**config.mk**
```make
export PLATFORM = sky130hd
export DESIGN_NAME = sar_seq_ctrl
export DESIGN_NICKNAME = d
export VERILOG_FILES = /design/src/rtl/sar_pkg.sv /design/src/rtl/sar_bit_engine.sv /design/src/rtl/sar_seq_ctrl.sv
export SDC_FILE = /design/constraint.sdc
export NUM_CORES = 1
export LEC_CHECK = 0
export ABC_AREA = 1
export CAP_MARGIN = 5
export CORE_UTILIZATION = 45
export DETAILED_ROUTE_END_ITERATION = 6
export GPL_ROUTABILITY_DRIVEN = 0
export GPL_TIMING_DRIVEN = 0
export PLACE_DENSITY_LB_ADDON = 0.08
export RECOVER_POWER = 25
export SLEW_MARGIN = 10
export SYNTH_ARGS = -nofsm -noshare
export SYNTH_HDL_FRONTEND = slang
export SYNTH_SLANG_ARGS = --single-unit
```
**constraint.sdc**
```tcl
create_clock -name clk -period 4.47 [get_ports clk]
set_input_delay 0.894 -clock clk [delete_from_list [all_inputs] [get_ports clk]]
set_output_delay 0.894 -clock clk [all_outputs]
set_load 0.02 [all_outputs]
```
**src/rtl/sar_pkg.sv**
```systemverilog
// Shared definitions for the SAR sequencer: FSM state encoding and channel-search helper.
package sar_pkg;

    localparam int ST_W     = 3;
    localparam int SW_W_DEF = 4;
    localparam int MAX_CH   = 64;

    typedef enum logic [ST_W-1:0] {
        IDLE,
        SAMPLE,
        RST,
        START,
        CONV,
        DONE
    } state_t;

    // Index of the lowest set bit at or above 'from', or -1 if none.
    function automatic int next_set(input logic [MAX_CH-1:0] m, input int from);
        int r;
        r = -1;
        for (int i = MAX_CH - 1; i >= 0; i--) begin
            if (m[i] && i >= from) r = i;
        end
        return r;
    endfunction

endpackage

```
**src/rtl/sar_bit_engine.sv**
```systemverilog
// Successive-approximation trial register: one bit decided per step, MSB first.
module sar_bit_engine #(
    parameter int SIZE = 12
) (
    input  logic            clk,
    input  logic            rst_n,
    input  logic            en,
    input  logic            init,
    input  logic            step,
    input  logic            cmp,
    output logic [SIZE-1:0] trial,
    output logic            last
);

    logic [SIZE-1:0] ptr;

    always_ff @(posedge clk or negedge rst_n) begin
        if (!rst_n) begin
            trial <= '0;
            ptr   <= '0;
        end else if (en) begin
            if (init) begin
                trial <= {1'b1, {(SIZE-1){1'b0}}};
                ptr   <= {1'b1, {(SIZE-1){1'b0}}};
            end else if (step) begin
                // keep or drop the bit under test, then raise the next one
                trial <= (cmp ? trial : (trial & ~ptr)) | (ptr >> 1);
                ptr   <= ptr >> 1;
            end
        end
    end

    assign last = ptr[0];

endmodule

```
**src/rtl/sar_seq_ctrl.sv**
```systemverilog
// Multi-channel SAR ADC controller with ascending channel scan and valid/ready output.
// Build macro SAR_AVG_EN adds avg_log2: 2^avg_log2 conversions averaged per channel.
//
// state  | meaning
// IDLE   | waiting for soc with a non-empty mask
// SAMPLE | one-cycle sample, mux settled on ch_sel
// RST    | hold + cap-DAC reset for swidth+1 cycles
// START  | DAC released, first trial applied
// CONV   | SIZE bit trials
// DONE   | result ready, pick next channel / repeat / stop
module sar_seq_ctrl
    import sar_pkg::*;
#(
    parameter  int SIZE = 12,
    parameter  int NCH  = 8,
    parameter  int SW_W = SW_W_DEF,
    localparam int CHW  = $clog2(NCH)
) (
    input  logic            clk,
    input  logic            rst_n,
    input  logic            en,
    input  logic            soc,
    input  logic            cont,
    input  logic [NCH-1:0]  ch_mask,
    input  logic [SW_W-1:0] swidth,
    input  logic            cmp,
    input  logic            data_ready,
    input  logic            ovr_clr,
`ifdef SAR_AVG_EN
    input  logic [1:0]      avg_log2,
`endif
    output logic            sample_n,
    output logic            dac_rst,
    output logic [CHW-1:0]  ch_sel,
    output logic [SIZE-1:0] data,
    output logic [CHW-1:0]  data_ch,
    output logic            data_valid,
    output logic            eoc,
    output logic            eos,
    output logic            busy,
    output logic            overrun
);

    state_t          state, state_nx;
    logic [SW_W-1:0] rcnt, rcnt_nx;
    logic [CHW-1:0]  ch_nx;
    logic [NCH-1:0]  mask_l, mask_nx;
    logic            deliver, final_conv, conv_last;
    logic [SIZE-1:0] trial, result;
    int              nxt_ch, low_ch;

    sar_bit_engine #(.SIZE(SIZE)) u_bits (
        .clk   (clk),
        .rst_n (rst_n),
        .en    (en),
        .init  (state == RST),
        .step  (state == CONV),
        .cmp   (cmp),
        .trial (trial),
        .last  (conv_last)
    );

    assign nxt_ch = next_set(MAX_CH'(mask_l), int'(ch_sel) + 1);
    assign low_ch = next_set(MAX_CH'(ch_mask), 0);

`ifdef SAR_AVG_EN
    logic [SIZE+2:0] acc, acc_sum;
    logic [2:0]      rep;

    assign acc_sum    = acc + (SIZE+3)'(trial);
    assign final_conv = (rep == 3'((4'd1 << avg_log2) - 4'd1));
    assign result     = SIZE'(acc_sum >> avg_log2);

    always_ff @(posedge clk or negedge rst_n) begin
        if (!rst_n) begin
            acc <= '0;
            rep <= '0;
        end else if (en && state == DONE) begin
            if (final_conv) begin
                acc <= '0;
                rep <= '0;
            end else begin
                acc <= acc_sum;
                rep <= rep + 3'd1;
            end
        end
    end
`else
    assign final_conv = 1'b1;
    assign result     = trial;
`endif

    always_comb begin
        state_nx = state;
        rcnt_nx  = rcnt;
        ch_nx    = ch_sel;
        mask_nx  = mask_l;
        deliver  = 1'b0;
        eos      = 1'b0;
        case (state)
            IDLE: begin
                if (soc && |ch_mask) begin
                    state_nx = SAMPLE;
                    mask_nx  = ch_mask;
                    ch_nx    = CHW'(low_ch);
                end
            end
            SAMPLE: state_nx = RST;
            RST: begin
                if (rcnt == swidth) begin
                    state_nx = START;
                    rcnt_nx  = '0;
                end else begin
                    rcnt_nx = rcnt + 1'b1;
                end
            end
            START: state_nx = CONV;
            CONV: if (conv_last) state_nx = DONE;
            DONE: begin
                if (!final_conv) begin
                    state_nx = SAMPLE;
                end else begin
                    deliver = 1'b1;
                    if (nxt_ch >= 0) begin
                        state_nx = SAMPLE;
                        ch_nx    = CHW'(nxt_ch);
                    end else begin
                        eos = 1'b1;
                        // continuous mode re-reads the live mask for the next scan
                        if (cont && |ch_mask) begin
                            state_nx = SAMPLE;
                            mask_nx  = ch_mask;
                            ch_nx    = CHW'(low_ch);
                        end else begin
                            state_nx = IDLE;
                        end
                    end
                end
            end
            default: state_nx = IDLE;
        endcase
    end

    always_ff @(posedge clk or negedge rst_n) begin
        if (!rst_n) begin
            state      <= IDLE;
            rcnt       <= '0;
            ch_sel     <= '0;
            mask_l     <= '0;
            data       <= '0;
            data_ch    <= '0;
            data_valid <= 1'b0;
            overrun    <= 1'b0;
        end else if (en) begin
            state  <= state_nx;
            rcnt   <= rcnt_nx;
            ch_sel <= ch_nx;
            mask_l <= mask_nx;
            if (deliver) begin
                data       <= result;
                data_ch    <= ch_sel;
                data_valid <= 1'b1;
            end else if (data_ready) begin
                data_valid <= 1'b0;
            end
            overrun <= (deliver && data_valid && !data_ready) || (overrun && !ovr_clr);
        end
    end

    assign sample_n = !(state == SAMPLE || state == RST);
    assign dac_rst  = (state == RST) || (state == START);
    assign eoc      = (state == DONE);
    assign busy     = (state != IDLE);

endmodule

```
Word-level counts from Yosys, hierarchy flattened
Cells that the tools add are included.
{"block": "totals", "out_inout_bits": 25, "reg_bits": 59, "elab_cells": 108, "in_bits": 20}
{"block": "op_classes", "muxes": 40, "reduce_logical": 32, "add_sub_neg": 2, "eq_ne": 12, "bitwise_logic": 3, "magnitude_cmp": 9}
{"op": "$mux 32", "count": 8}
{"op": "$mux 12", "count": 5}
{"op": "$mux 3", "count": 13}
{"op": "$ge 32x1->1 const B", "count": 1}
{"op": "$mux 8", "count": 3}
{"op": "$pmux 3 s6", "count": 1}
{"op": "$ge 3x4->1 const A", "count": 4}
{"op": "$pmux 8 s2", "count": 1}
{"op": "$logic_and 1x1->1", "count": 13}
{"op": "$and 12x12->12", "count": 1}
{"op": "$not 12->12", "count": 1}
{"op": "$or 12x11->12", "count": 1}
{"op": "$ge 1x4->1 const A", "count": 2}
{"op": "$ge 2x4->1 const A", "count": 2}
{"op": "$ne 2x2->1 const B", "count": 4}
{"op": "$reduce_and 2->1", "count": 4}
{"op": "$reduce_and 4->1", "count": 2}
{"op": "$reduce_or 8->1", "count": 1}
{"op": "$mux 1", "count": 7}
{"op": "$eq 3x2->1 const B", "count": 2}
{"op": "$eq 3x3->1 const B", "count": 2}
{"op": "$pmux 3 s2", "count": 1}
{"op": "$reduce_bool 2->1", "count": 3}
{"op": "$reduce_and 5->1", "count": 1}
{"op": "11 further kinds", "count": 15}

Logic depth before layout (Yosys ltp)
{"block": "logic_depth", "word_depth": 14, "mapped_depth": 14}

Cells and area by module
A second synthesis with hierarchy kept.
{"block": "hier_totals", "cells_unflattened": 367, "area_unflattened_um2": 3067.9}
{"mod": "sar_seq_ctrl", "area_per_inst_um2": 2004.4, "instances": 1, "cells_per_inst": 236}
{"mod": "sar_bit_engine", "area_per_inst_um2": 1063.5, "instances": 1, "cells_per_inst": 131}

Worst setup path before layout
Ideal clock, no wire load.
{"block": "synth_timing", "kind": "flip-flop to output port", "startpoint": "reg ch_sel[0]", "endpoint": "out eos", "t_required_ns": 3.576, "arrival_time_ns": 1.717, "slack_ns": 1.859, "stages_incl_launch_ff": 10, "n_path_buf": 0, "path_cell_list": "dfrtp_1 -> inv_1 -> ha_1 -> inv_1 -> nand3_1 -> nand3_1 -> nand2_2 -> nor2_4 -> nand2_2 -> nor2_1"}
{"block": "synth_between", "elab_chain_cells": 14}
{"element": "start: declaration", "line": "sar_seq_ctrl.sv:34", "text": "output logic [CHW-1:0] ch_sel,"}
{"element": "start signal: assignment", "line": "sar_seq_ctrl.sv:157", "text": "ch_sel <= ch_nx;"}
{"element": "$add 3x1->4 *", "line": "sar_seq_ctrl.sv:63", "text": "assign nxt_ch = next_set(MAX_CH'(mask_l), int'(ch_sel) + 1);"}
{"element": "$ge 3x4->1", "line": "sar_pkg.sv:22", "text": "if (m[i] && i >= from) r = i;"}
{"element": "$logic_and 1x1->1", "line": "sar_pkg.sv:22"}
{"element": "$mux 32 (7 in series)", "line": "sar_pkg.sv:22"}
{"element": "$mux 32 *", "line": "sar_pkg.sv:22"}
{"element": "$ge 32x1->1 *", "line": "sar_seq_ctrl.sv:124", "text": "if (nxt_ch >= 0) begin"}
{"element": "$mux 1 *", "line": "sar_seq_ctrl.sv:124"}
{"element": "$mux 1 *", "line": "sar_seq_ctrl.sv:100", "text": "case (state)"}
{"element": "end: declaration", "line": "sar_seq_ctrl.sv:39", "text": "output logic eos,"}
Every way passes the cells marked *; elsewhere a longest branch is shown, timed or not.

Worst setup path in the final report
Ends and elaborated chain as after synthesis.

==> results.md <==
- number of buffer cells added on primary ports: 43
- count of state elements after synthesis: 59
- clk buf depth: 2
- endpoint kind of the worst setup timing path: output pin
- share of async-settable or async-resettable flops after synthesis: 1.000
- R2R cell count: 13
- Synth top cells by count: 67 x nand2_1, 59 x dfrtp_1, 54 x inv_1, 34 x o21ai_0, 27 x nor2_1
- worst min path class: reg -> reg
- syn_area_per_cell: 8.292 um2
- initial antenna violation count: 0
- number of enable-type register cells in the synthesized netlist: 0
- via count of the first global-routing pass: 2312
- width of the die: 82.77 um
- aggregate routed wire length: 6411 um
- instance count of the mapped netlist: 354
- H-tree Lvls: 3
- count of standard-cell rows: 29
- fraction of layout instances using a drive strength above 1: 0.1092
- proportion of total power due to net switching: 0.4105
- Top Ports: 45
- number of design-rule violations left by the first detailed-router iteration: 99
- worst setup path category: reg -> out
- number of cells upsized or downsized after cts: 0
- area share of the largest cell type after synthesis: 0.5030
- number of synthesis warnings: 0
- startpoint type of the worst setup path: flop
- start of the worst register-to-register path: ch_sel[0]
- fin worst setup slack: 1.029 ns
- Net Switching: 1.045 mW
- Inserted Clock Buffers: 9
- number of pins with negative max-slew slack in the final report: 0
- later-pin clock latency in the skew report: 0.34 ns
- Leak Pwr: 1.747 nW
- global-route wire length before repair: 10780 um
- sum of negative setup slack: 0 ns
- Worst Skew: 0.005656 ns
- Layout Area Growth over Synthesis: 24.08%
- most frequently used flop master after synthesis: dfrtp_1
- drc violations: 0
- detailed-placement wirelength estimate: 4516 um
- share of the yosys chip area belonging to registers: 0.5030
- area of the mapped netlist: 2935 um2
- FMAX: 290.6 MHz
- Nets: 433
- Min Clock Period, post-route: 3.441 ns
- Power Dens Cells: 698.8 nW/um2
- Worst Hold Endpoint: data[6]
- hold path start: data[6]
- cell chosen for the clock root: clkbuf_8
- Syn Nets: 379
- share of power burned in combinational logic: 0.452
- required time worst endpoint: 3.58 ns
- floorplan core area: 6314 um2
- antenna violation net count after detailed routing: 0
- average wire length per cell after detail routing: 13.11 um
- pre-CTS setup slack: 1.401 ns
- clock share of power: 0.182
- DR vias/cell: 4.998
- number of cells traversed by the worst hold path: 2
- library cell with the largest summed area after synthesis: dfrtp_1
- pin count of the biggest net entering global routing: 60
- count of TritonRoute iterations in the first routing pass: 5
- Register-to-Register Setup Slack: 2.31 ns
- Max-Slew Margin vs Limit: 0.5092
- critical path peak fanout: 7
- cell with the most instances after synthesis: nand2_1
- combined global-route utilization of all metal layers: 0.2164
- clock sink count: 59
- final number of hold-violating endpoints: 0
- peak supply drop: 0.3443 mV
- Internal: 1.500 mW
- Die Y-Extent: 82.77 um
- sequential cell fraction of total power: 0.366
- top post-synthesis cells by area: dfrtp_1 50%, nand2_1 8.6%, inv_1 6.9%
- Initial Utilization: 0.4649
- Setup Viol. Count Final: 0
- data arrival time of the critical path: 2.55 ns
- clock input transition at the sequential cells of the worst setup and hold paths: 0.06 ns
- remaining global-route overflow: 0
- library cells used by synthesis: 30
- total number of vias: 2444
- Post-CTS Setup Inserts: 0
- # diodes: 0
- quantity of hold-fixing buffers added after cts: 0
- actual transition at the worst max-transition pin: 0.7362 ns
- Tcrit/Tclk final: 0.7698
- CTS tree: built
- run status: finished clean
- Worst R2R End: mask_l[5]
- max-cap violations: 0
- Die ar.: 6850 um2
- unrepaired setup endpoints after global routing: no
registers in the layout, indices dropped and copies added (netlist names):
signal        flops
data_ch           3
rcnt              4
ch_sel            3
data_valid        1
state             3
data             12
u_bits.ptr       12
u_bits.trial     12
mask_l            8
overrun           1
layer usage:
layer  GRT usage  vias up  routed length (um)
met1      0.2773     1128                3005
li1            -     1247                   -
met5           0        -                   0
met4     0.07586        0                  98
met2      0.3410       57                2975
met3     0.07253       12                 332
placed cells by master, fill, tap and decap left out, drive strengths merged:
| cell | n |
|---|---|
| nor3 | 12 |
| a32o | 1 |
| o211ai | 1 |
| o31ai | 12 |
| nand3b | 4 |
| or2 | 1 |
| nand2 | 73 |
| xor2 | 4 |
| a21oi | 9 |
| dfrtp | 59 |
| nand3 | 25 |
| o22ai | 2 |
| ha | 5 |
| clkinv | 2 |
| buf | 4 |
| clkdlybuf4s50 | 42 |
| nor2 | 30 |
| bufinv | 1 |
| o21ai | 44 |
| clkinvlp | 2 |
| clkbuf | 18 |
| a21boi | 1 |
| inv | 60 |
worst max path at each step:
| stage | from | to | slack (ns) | cells after the start |
|---|---|---|---|---|
| finish | ch_sel[0] | eos | 1.03 | 10 |
| floorplan | ch_sel[0] | eos | 1.86 | 9 |
| CTS | ch_sel[0] | eos | 1.02 | 10 |
| global placement | rst_n | data[9] | 0.53 | 1 |
| detailed placement | ch_sel[0] | eos | 1.40 | 10 |
| global route | ch_sel[0] | eos | 0.83 | 10 |
area by class of cell:
class,count,area (um2)
well taps,77,96.34
repair buffers,43,427.9
clock buffers,10,127.6
clock inverters,5,55.05
plain buffers,11,51.30
fillers,577,2671
flip-flops and latches,59,1476
inverters,60,225.2
multi-input cells,224,1182
logic make-up after synthesis:
group                    synth area share
AO/OA/AOI/OAI                      0.1454
AND/OR/NAND/NOR                    0.2242
buffers and inverters             0.09420
flip-flops                         0.5030
adder cells (fa/ha/maj)           0.02131
XOR/XNOR                          0.01193
power by group through the flow:
stage / Sequential [mW] / Clock, mW / Combinational (mW)
after floorplan: 1.00 / 0 / 0.689
after global placement: 0.937 / 0 / 1.14
after detailed placement: 0.941 / 0 / 1.15
after CTS: 0.934 / 0.474 / 1.16
after global routing: 0.965 / 0.498 / 1.30
final: 0.933 / 0.462 / 1.15
stage by stage:
step / instances / area (um2) / utilization / power, mW / hold slack [ns]
after detailed placement: 474 / 3460 / 0.5480 / 2.096 / 0.4742
final: 489 / 3642 / 0.5769 / 2.545 / 0.4824
after CTS: 489 / 3642 / 0.5769 / 2.568 / 0.4896
after global routing: 489 / 3642 / 0.5769 / 2.760 / 0.5098
after floorplan: 354 / 2935 / - / 1.690 / 0.4515
after global placement: 474 / 3462 / 0.5484 / 2.076 / 0.4707
critical path, cell delays in order, from the launching register on:
cell,delay (ns)
dfrtp_1,0.50
inv_1,0.10
ha_1,0.32
inv_1,0.06
nand3_1,0.11
nand3_1,0.13
nand2_2,0.08
nor2_4,0.13
nand2_2,0.09
nor2_1,0.09
clkdlybuf4s50_1,0.60
(Power assumes the default switching activity.)
